--- src/rtl/fb_pkg.sv ---
// Shared constants, state encoding and pixel addressing for the 40x30 one-bit framebuffer.
package fb_pkg;

    localparam int FB_W     = 40;
    localparam int FB_H     = 30;
    localparam int FB_BITS  = FB_W * FB_H;
    localparam int GLYPH_H  = 8;
    localparam int FB_IDX_W = 11;
    localparam int ROW_W    = 6;

    typedef enum logic [1:0] {
        IDLE,
        ERASE,
        DRAW,
        CLEAR
    } fb_wr_state_t;

    function automatic logic [FB_IDX_W-1:0] pix_idx(input logic [ROW_W-1:0] x,
                                                    input logic [ROW_W-1:0] y);
        return FB_IDX_W'(y) * FB_IDX_W'(FB_W) + FB_IDX_W'(x);
    endfunction

endpackage

--- src/rtl/framebuffer_writer.sv ---
// Sequential erase-then-draw writer for per-slot 8-pixel vertical letter strips.
// Define FB_WRITER_CLEAR_EN to build the full-screen clear path driven by clear_req_i.
module framebuffer_writer
    import fb_pkg::*;
#(
    parameter int COLUMNS    = 3,
    parameter int SLOT_BASE  = 10,
    parameter int SLOT_PITCH = 10
) (
    input  logic               clock_i,
    input  logic               reset_n_i,
    input  logic               req_valid_i,
    output logic               req_ready_o,
    input  logic [1:0]         req_slot_i,
    input  logic [7:0]         req_letter_i,
    input  logic [4:0]         req_ypos_i,
    input  logic               clear_req_i,
    output logic               done_o,
    output logic [FB_BITS-1:0] framebuffer_o
);

    fb_wr_state_t state_q, state_d;
    logic [4:0]   cnt_q, cnt_d;
    logic [1:0]   slot_q, slot_d;
    logic [7:0]   letter_q, letter_d;
    logic [4:0]   ypos_q, ypos_d;
    logic         slot_ok_q, slot_ok_d;
    logic [4:0]   prev_ypos_q [COLUMNS];
    logic [FB_BITS-1:0] fb_q;

    logic [4:0]          prev_sel;
    logic [ROW_W-1:0]    slot_x;
    logic [ROW_W-1:0]    erase_row;
    logic [ROW_W-1:0]    draw_row;
    logic [ROW_W-1:0]    px_row;
    logic [FB_IDX_W-1:0] px_idx;
    logic                px_we;
    logic                px_val;
    logic                row_clr;
    logic                done_c;
    logic                prev_upd;
    logic                prev_rst;
    logic                last_glyph;

    // Slot-indexed lookup without ever indexing past COLUMNS-1.
    always_comb begin
        prev_sel = 5'd31;
        for (int j = 0; j < COLUMNS; j++) begin
            if (slot_q == 2'(j)) begin
                prev_sel = prev_ypos_q[j];
            end
        end
    end

    assign slot_x     = ROW_W'(SLOT_BASE + SLOT_PITCH * int'(slot_q));
    assign erase_row  = {1'b0, prev_sel} + {3'b000, cnt_q[2:0]};
    assign draw_row   = {1'b0, ypos_q} + {3'b000, cnt_q[2:0]};
    assign last_glyph = (cnt_q[2:0] == 3'(GLYPH_H - 1));
    assign px_idx     = pix_idx(slot_x, px_row);

`ifdef FB_WRITER_CLEAR_EN
    logic                last_row;
    logic [FB_IDX_W-1:0] clr_base;
    assign last_row = (cnt_q == 5'(FB_H - 1));
    assign clr_base = pix_idx(6'd0, {1'b0, cnt_q});
`else
    logic unused_clear;
    assign unused_clear = clear_req_i;
`endif

    always_comb begin
        state_d   = state_q;
        cnt_d     = cnt_q;
        slot_d    = slot_q;
        letter_d  = letter_q;
        ypos_d    = ypos_q;
        slot_ok_d = slot_ok_q;
        px_we     = 1'b0;
        px_row    = erase_row;
        px_val    = 1'b0;
        row_clr   = 1'b0;
        done_c    = 1'b0;
        prev_upd  = 1'b0;
        prev_rst  = 1'b0;

        case (state_q)
            IDLE: begin
                cnt_d = '0;
`ifdef FB_WRITER_CLEAR_EN
                if (clear_req_i) begin
                    state_d = CLEAR;
                end else
`endif
                if (req_valid_i) begin
                    slot_d    = req_slot_i;
                    letter_d  = req_letter_i;
                    ypos_d    = req_ypos_i;
                    slot_ok_d = (int'(req_slot_i) < COLUMNS);
                    // An out-of-range slot skips ERASE so done arrives 8 cycles after acceptance.
                    state_d   = (int'(req_slot_i) < COLUMNS) ? ERASE : DRAW;
                end
            end

            ERASE: begin
                px_row = erase_row;
                px_val = 1'b0;
                px_we  = slot_ok_q && (erase_row < ROW_W'(FB_H));
                cnt_d  = cnt_q + 5'd1;
                if (last_glyph) begin
                    cnt_d   = '0;
                    state_d = DRAW;
                end
            end

            DRAW: begin
                px_row = draw_row;
                px_val = letter_q[3'd7 - cnt_q[2:0]];
                px_we  = slot_ok_q && (draw_row < ROW_W'(FB_H));
                cnt_d  = cnt_q + 5'd1;
                if (last_glyph) begin
                    cnt_d    = '0;
                    done_c   = 1'b1;
                    prev_upd = slot_ok_q;
                    state_d  = IDLE;
                end
            end

`ifdef FB_WRITER_CLEAR_EN
            CLEAR: begin
                row_clr = 1'b1;
                cnt_d   = cnt_q + 5'd1;
                if (last_row) begin
                    cnt_d    = '0;
                    done_c   = 1'b1;
                    prev_rst = 1'b1;
                    state_d  = IDLE;
                end
            end
`endif

            default: begin
                state_d = IDLE;
            end
        endcase
    end

    always_ff @(posedge clock_i or negedge reset_n_i) begin
        if (!reset_n_i) begin
            state_q   <= IDLE;
            cnt_q     <= '0;
            slot_q    <= '0;
            letter_q  <= '0;
            ypos_q    <= '0;
            slot_ok_q <= 1'b0;
        end else begin
            state_q   <= state_d;
            cnt_q     <= cnt_d;
            slot_q    <= slot_d;
            letter_q  <= letter_d;
            ypos_q    <= ypos_d;
            slot_ok_q <= slot_ok_d;
        end
    end

    // 31 places a slot's first erase strip entirely below the visible rows.
    for (genvar gi = 0; gi < COLUMNS; gi++) begin : g_prev
        always_ff @(posedge clock_i or negedge reset_n_i) begin
            if (!reset_n_i) begin
                prev_ypos_q[gi] <= 5'd31;
            end else if (prev_rst) begin
                prev_ypos_q[gi] <= 5'd31;
            end else if (prev_upd && (slot_q == 2'(gi))) begin
                prev_ypos_q[gi] <= ypos_q;
            end
        end
    end

    always_ff @(posedge clock_i or negedge reset_n_i) begin
        if (!reset_n_i) begin
            fb_q <= '0;
`ifdef FB_WRITER_CLEAR_EN
        end else if (row_clr) begin
            fb_q[clr_base +: FB_W] <= '0;
`endif
        end else if (px_we) begin
            fb_q[px_idx] <= px_val;
        end
    end

`ifndef FB_WRITER_CLEAR_EN
    logic unused_row_clr;
    assign unused_row_clr = row_clr | prev_rst;
`endif

    assign req_ready_o   = (state_q == IDLE);
    assign done_o        = done_c;
    assign framebuffer_o = fb_q;

endmodule

--- config.mk ---
export PLATFORM = sky130hd
export DESIGN_NAME = framebuffer_writer
export DESIGN_NICKNAME = d
export VERILOG_FILES = /design/src/rtl/fb_pkg.sv /design/src/rtl/framebuffer_writer.sv
export SDC_FILE = /design/constraint.sdc
export NUM_CORES = 1
export LEC_CHECK = 0
export BUFFER_PORTS_ARGS = -buffer_cell sky130_fd_sc_hd__buf_2
export CAP_MARGIN = 20
export CORE_AREA = 2 2 475 477
export CTS_CLUSTER_DIAMETER = 50
export DETAILED_ROUTE_END_ITERATION = 6
export DIE_AREA = 0 0 477 479
export PLACE_DENSITY = 0.4
export SETUP_SLACK_MARGIN = 0.1
export SLEW_MARGIN = 20
export SYNTH_ARGS = -nofsm -noshare
export SYNTH_HDL_FRONTEND = slang
export SYNTH_SLANG_ARGS = --single-unit
--- constraint.sdc ---
create_clock -name clock_i -period 17.5 [get_ports clock_i]
set_clock_uncertainty 0.1 [all_clocks]
set_input_delay 0.875 -clock clock_i [delete_from_list [all_inputs] [get_ports clock_i]]
set_output_delay 0.875 -clock clock_i [all_outputs]
set_load 0.05 [all_outputs]
Word level (Yosys, flattened, before mapping). Index checks and enable logic that the tools add are counted.

Bits of input ports: 19. Register bits after elaboration: 1238. Output and inout bits: 1202. Logic and storage cells: 66.

$mul: 2. Add/subtract/negate cells: 6. Order comparisons: 6. Equal/unequal tests: 8. Reductions and logical operators: 12. Muxes and demuxes: 22.

Operator list (count): bitwise mux 1200 bit (1); 2-to-1 mux 5 bit (4); adder 5 x 3 -> 6 bit (2); less-than comparator 11 x 12 -> 1 bit, second input constant (1); less-than comparator 6 x 5 -> 1 bit, second input constant (2); adder 11 x 6 -> 11 bit (1); demux 1 bit (select 11 bit) (1); greater-or-equal comparator 11 x 1 -> 1 bit, second input constant (1); one-hot mux 5 bit (2 select lines) (1); multiplier 6 x 3 -> 8 bit, second input constant (1); 2-to-1 mux 2 bit (4); 2-to-1 mux 1 bit (7); adder 4 x 6 -> 6 bit, first input constant (1); logical AND 1 bit (6); 2-to-1 mux 6 bit (1); != test 2 bit, second input constant (3); one-hot mux 2 bit (3 select lines) (1); adder 5 x 1 -> 5 bit, second input constant (1); multiplier 3 x 2 -> 5 bit, first input constant (1); equality test 2 x 1 -> 1 bit, second input constant (2); equality test 2 bit, second input constant (2); logical NOT 2 bit (2); less-than comparator 3 x 4 -> 1 bit, second input constant (1); binary-select mux 1 bit (select 3 bit) (1); 8 further kinds (8).

Depth between registers and ports, before layout.
Depth after elaboration: 13. Gate-level depth with buffers: 26. Mapped depth without buffers: 23.

Worst setup path before layout. No wires, ideal clock.

Kind: flip-flop to flip-flop. From: register slot_q[1]. To: register fb_q[608], in the netlist framebuffer_o[608]. Arrival time: 5690 ps. Cell stages (with the launch flop): 26. Library setup time: 128 ps. Clock period less this slack: 5917 ps. Path buffers: 3. Path slack: 11583 ps. Required time: 17272 ps. Cell sequence: dfrtp_1 -> inv_1 -> ha_1 -> inv_1 -> o22ai_1 -> nor2_1 -> a21o_1 -> ha_1 -> a21o_1 -> a21oi_1 -> xnor2_1 -> nor2_1 -> a21oi_1 -> ha_1 -> ha_1 -> fa_1 -> and2_1 -> o211ai_1 -> o31a_1 -> o21a_1 -> buf_6 -> or4_1 -> buf_2 -> buf_6 -> nor3_2 -> mux2_1.

Word-level cells in the longest chain between the ends: 13. Elaborated cells between the ends (all ways): 21. Those cells by class: 3 x add/sub; 2 x mul; 3 x order compare; 2 x eq/ne; 8 x mux; 3 x reduce/logical.

Ends and longest elaborated chain: start: declaration (line framebuffer_writer.sv:24) `logic [1:0] slot_q, slot_d;`; start signal: assignment (line framebuffer_writer.sv:158) `slot_q <= slot_d;`; logical NOT 2 bit (line framebuffer_writer.sv:49) `if (slot_q == 2'(j)) begin`; 2-to-1 mux 5 bit (3 in series) (line framebuffer_writer.sv:49); adder 5 x 3 -> 6 bit (line framebuffer_writer.sv:56) `assign erase_row = {1'b0, prev_sel} + {3'b000, cnt_q[2:0]};`; 2-to-1 mux 6 bit (line framebuffer_writer.sv:86) `case (state_q)`; multiplier 6 x 3 -> 8 bit (line fb_pkg.sv:20) `return FB_IDX_W'(y) * FB_IDX_W'(FB_W) + FB_IDX_W'(x);`; adder 11 x 6 -> 11 bit (line fb_pkg.sv:20); less-than comparator 11 x 12 -> 1 bit (implied by the code) / greater-or-equal comparator 11 x 1 -> 1 bit (equally long branches) (line framebuffer_writer.sv:186) `fb_q[px_idx] <= px_val;`; logical AND 1 bit (implied by the code) (line framebuffer_writer.sv:186); 2-to-1 mux 1 bit (implied by the code) (line framebuffer_writer.sv:186); demux 1 bit (select 11 bit) (line framebuffer_writer.sv:186); bitwise mux 1200 bit (line framebuffer_writer.sv:186); end signal: indexed assignment (line framebuffer_writer.sv:186); end: declaration (line framebuffer_writer.sv:29) `logic [FB_BITS-1:0] fb_q;`.

Several ways; a longest one is shown, not always the timed one. A chain may end at the register's enable or synchronous reset.

Final worst setup path.
From: register slot_q[1]. To: register fb_q[164], in the netlist framebuffer_o[164].

The elaborated chain is that of the path after synthesis.

==> results.txt <==
----------------------------------------------------
[Outcome]
  Status ... finished, final reports clean

[Synth]
  Synth Area in XOR/XNOR ... 0.487%
  Most common flop cell mapped by yosys ... sky130_fd_sc_hd__dfrtp_1
  Fraction of synthesis flops using an asynchronous set or reset pin ... 100%
  Share of synthesized area occupied by flip-flops and latches ... 47.0%
  Number of warning messages in the yosys log ... 0
  Compound-gate portion of the synthesized area ... roughly 1.1%
  Synthesized instance count ... 3002
  Share of cell area taken by muxes after synthesis ... 21.1%
  Total of flip-flops plus latches after synthesis ... 636
  Largest family of logic cells by synthesized area ... multiplexers
  Top cell type by total area after synthesis ... sky130_fd_sc_hd__dfrtp_1
  Top cells by count, synth ... 621 x sky130_fd_sc_hd__dfrtp_1, 603 x sky130_fd_sc_hd__buf_4, 397 x sky130_fd_sc_hd__mux2_1, 389 x sky130_fd_sc_hd__nand3_1, 231 x sky130_fd_sc_hd__mux2_2
  Count of flip-flops with a built-in enable after synthesis ... 0
  Most frequent cell after synthesis ... sky130_fd_sc_hd__dfrtp_1
  Post-synthesis cell area ... 33900 sq um
  Leading post-synthesis cells by cell area ... sky130_fd_sc_hd__dfrtp_1 46%, sky130_fd_sc_hd__buf_4 13%, sky130_fd_sc_hd__mux2_1 13%
  Adder-cell area share of the yosys netlist ... 1.37%
  Simple-Gate Fraction of Synth Area ... 12.7%
  Proportion of netlist area held by the largest area contributor ... 45.8%
  Avg Cell Area, Syn ... between 10 and 15 sq um
  Number of unique standard cell types used by synthesis ... around 60

[Routing]
  Final ANT Viol Nets ... 0
  Violation count after the first detailed-routing iteration ... 1058
  DRC violations left ... 0
  Average vias per placed instance ... 3.48
  Number of iterations in the first detailed-routing pass ... 5
  Total number of vias ... 23200
  Total routed wirelength ... 134 mm
  Average wire per cell in the routed design ... 20.1 um

[Setup path]
  Required arrival time at the worst endpoint ... between 15 and 20 ns
  Type of the setup path with the least slack ... reg -> reg
  Endpoint type of the worst setup path ... flop
  Crit-path max FO ... 70
  Data arrival, critical path ... 8.36 ns
  Type of element launching the critical path ... flop

[Floorplanning]
  Starting Density ... between 10% and 20%
  Die area ... 228000 sq um
  Count of boundary I/O pins ... 1221
  Chip Width ... 477 um
  Die outline height ... 479 um
  Core Area ... 224000 sq um
  Row count ... 174

[CTS]
  H-tree depth reported by CTS ... 3
  Deepest clock path buffer count ... 3
  Cts bufs inserted ... approximately 100
  Number of sinks handled by clock tree synthesis ... 636
  Number of gates resized after CTS ... 0
  Number of buffers inserted to repair setup after CTS ... 0
  Root buffer cell ... sky130_fd_sc_hd__clkbuf_16
  TritonCTS clock tree ... done
  Clock latency at the later pin of the worst-skew pair ... 0.75 ns
  Clock input transition at the sequential cells of the worst setup and hold paths ... approximately 0.05 ns

[Placed design]
  # port buffers ... 619
  DP HPWL ... a little over 90 mm
  RD Place Congestion ... around 0.73

[Timing]
  Part of the cycle the worst path needs ... 44.7%
  Final total negative setup slack ... 0 ns
  RSZ-0062 raised after global routing ... false
  Worst-margin pin slew ... between 1 and 1.5 ns
  Final Hold Violating Endpoints ... 0
  Worst slew margin ... 23.9%
  Highest clock rate ... 128 MHz
  Final setup vio count ... 0
  Final count of pins violating max slew ... 0
  Min cycle time layout ... 7.82 ns

[Final layout]
  Number of nets in the layout ... 3627
  Fraction of layout cells with a size suffix above 1 ... approximately 33%
  Area growth from synthesis to layout ... 23.9%
  Number of inserted filler cells in the final layout ... roughly 25000

[Global routing]
  Met1 Resource Use GR ... 12.6%
  Number of antenna violations at the first check in global routing ... 11
  Met2 usage ... between 10% and 20%
  Via count of the first global-routing pass ... 23400
  Overall global routing resource usage ... 11.3%
  Wire length of the first global-routing pass ... 187 mm
  Gr busiest metal ... met2
  Overall overflow remaining after global route ... 0
  Maximum number of pins on one net before global-route repair ... 151
  GR Util met3 ... under 10%

[Min path]
  Tightest Hold Check Type ... in -> reg

[Flow run]
  Max_cap viols ... 0

----------------------------------------------------
==> worst max-delay path, cell delays in order, from the launching register on <==
cell	delay, ns
sky130_fd_sc_hd__dfrtp_1	0.42
sky130_fd_sc_hd__inv_1	0.10
sky130_fd_sc_hd__ha_1	0.28
sky130_fd_sc_hd__inv_1	0.23
sky130_fd_sc_hd__nand2_1	0.10
sky130_fd_sc_hd__o22ai_1	0.14
sky130_fd_sc_hd__nor2_1	0.06
sky130_fd_sc_hd__a21o_1	0.19
sky130_fd_sc_hd__ha_1	0.26
sky130_fd_sc_hd__a21o_1	0.19
sky130_fd_sc_hd__a21oi_1	0.40
sky130_fd_sc_hd__xnor2_1	0.18
sky130_fd_sc_hd__nor2_1	0.06
sky130_fd_sc_hd__a21oi_1	0.31
sky130_fd_sc_hd__ha_1	0.30
sky130_fd_sc_hd__ha_1	0.23
sky130_fd_sc_hd__fa_1	0.63
sky130_fd_sc_hd__and2_1	0.25
sky130_fd_sc_hd__o211ai_1	0.14
sky130_fd_sc_hd__o31a_1	0.33
sky130_fd_sc_hd__o21a_1	0.44
sky130_fd_sc_hd__nor4_4	0.33
sky130_fd_sc_hd__buf_4	0.65
sky130_fd_sc_hd__buf_4	0.73
sky130_fd_sc_hd__nand3_1	0.17
sky130_fd_sc_hd__mux2_1	0.36
==> registers in the layout, indices dropped and copies added (netlist names) <==
name and count:
prev_ypos_q 15, letter_q 8, slot_q 2, state_q 2
ypos_q 5, cnt_q 3, framebuffer_o 600, slot_ok_q 1
==> cell type report <==
class | count | area [sq um] | share of cell area [%]
Antenna cell | 3 | 7.51 | 0.0179
Clock buffer | 138 | 2800 | 6.66
Clock inverter | 52 | 837 | 1.99
Inverter | 13 | 48.8 | 0.116
Multi-Input combinational cell | 2125 | 14900 | 35.5
Sequential cell | 636 | 15900 | 37.9
Tap cell | 2992 | 3740 | 8.91
Timing Repair Buffer | 697 | 3720 | 8.86
==> kinds of logic after synthesis <==
| kind of cell | count (synthesis) |
|---|---|
| other | 1 |
| muxes | 632 |
| adders and majority gates | 35 |
| DFF | 636 |
| AOI/OAI and AO/OA | 53 |
| buffers and inverters | 840 |
| xor gates and xnor gates | 18 |
| and+or+nand+nor | 787 |
==> layout by cell type (no fill, tap or decap), types with 5 or more instances in the layout <==
cell and n:
sky130_fd_sc_hd__buf_2 618, sky130_fd_sc_hd__a21o_1 9, sky130_fd_sc_hd__a21oi_1 8, sky130_fd_sc_hd__clkinvlp_4 8
sky130_fd_sc_hd__o21ai_0 13, sky130_fd_sc_hd__nor2b_1 7, sky130_fd_sc_hd__dfrtp_1 621, sky130_fd_sc_hd__clkbuf_8 13
sky130_fd_sc_hd__xnor2_1 12, sky130_fd_sc_hd__nor4_4 5, sky130_fd_sc_hd__buf_4 75, sky130_fd_sc_hd__conb_1 600
sky130_fd_sc_hd__clkbuf_16 101, sky130_fd_sc_hd__nor2_1 32, sky130_fd_sc_hd__nand3_1 388, sky130_fd_sc_hd__clkbuf_1 24
sky130_fd_sc_hd__nor2_2 22, sky130_fd_sc_hd__clkinv_2 9, sky130_fd_sc_hd__nor3_1 140, sky130_fd_sc_hd__ha_1 30
sky130_fd_sc_hd__nand4_1 48, sky130_fd_sc_hd__nand2_1 42, sky130_fd_sc_hd__nor3_2 58, sky130_fd_sc_hd__inv_6 9
sky130_fd_sc_hd__dfstp_2 15, sky130_fd_sc_hd__mux2_1 397, sky130_fd_sc_hd__bufinv_16 13, sky130_fd_sc_hd__clkinv_16 7
sky130_fd_sc_hd__mux2_2 231, sky130_fd_sc_hd__inv_1 13
==> layer usage <==
metal  part of all wire [%]  vias to the layer above
li1                       -                    10400
met1                     39                    11700
met2                     49                      893
met3                    9.8                      157
met4                    2.9                        0
met5                      0                        -
==> what timing repair did <==
| item | 4_1_cts | 5_1_grt |
|---|---|---|
| setup endpoints to repair | 0 | 0 |
| hold buffers | 1 | 0 |
| endpoints found under the hold margin | 47 | 0 |
==> final timing paths <==
check                                                     from                              to  slack, ns  cells after the start
worst max-delay path                     slot_q[1]$_DFFE_PN0P_  framebuffer_o[164]$_DFFE_PN0P_       9.68                     25
worst min-delay path                           req_letter_i[5]         letter_q[5]$_DFFE_PN0P_       0.25                      2
worst max register to register           slot_q[1]$_DFFE_PN0P_  framebuffer_o[164]$_DFFE_PN0P_       9.68                     25
worst min register to register  framebuffer_o[614]$_DFFE_PN0P_  framebuffer_o[614]$_DFFE_PN0P_       0.37                      1
max in group asynchronous                            reset_n_i  framebuffer_o[614]$_DFFE_PN0P_      13.12                      6
min in group asynchronous                            reset_n_i  framebuffer_o[962]$_DFFE_PN0P_       0.60                      2
==> metrics by stage <==
stage               cell area, sq um  std cells  setup slack, ns  util, %  hold WS [ns]
floorplan                      36100       3601            11.58        -         0.361
finish                         42000       6656             9.68     18.8         0.249
detailed placement             38400       6462             9.61     17.2         0.369
global placement               38300       6461             9.64     17.1         0.364
CTS                            42000       6653             9.61     18.8         0.135
global route                   42000       6654             9.04     18.8         0.170
Power is left out: the tool's default activity adds up to more than one toggle a clock period on the data nets, which glitch-free logic cannot reach.
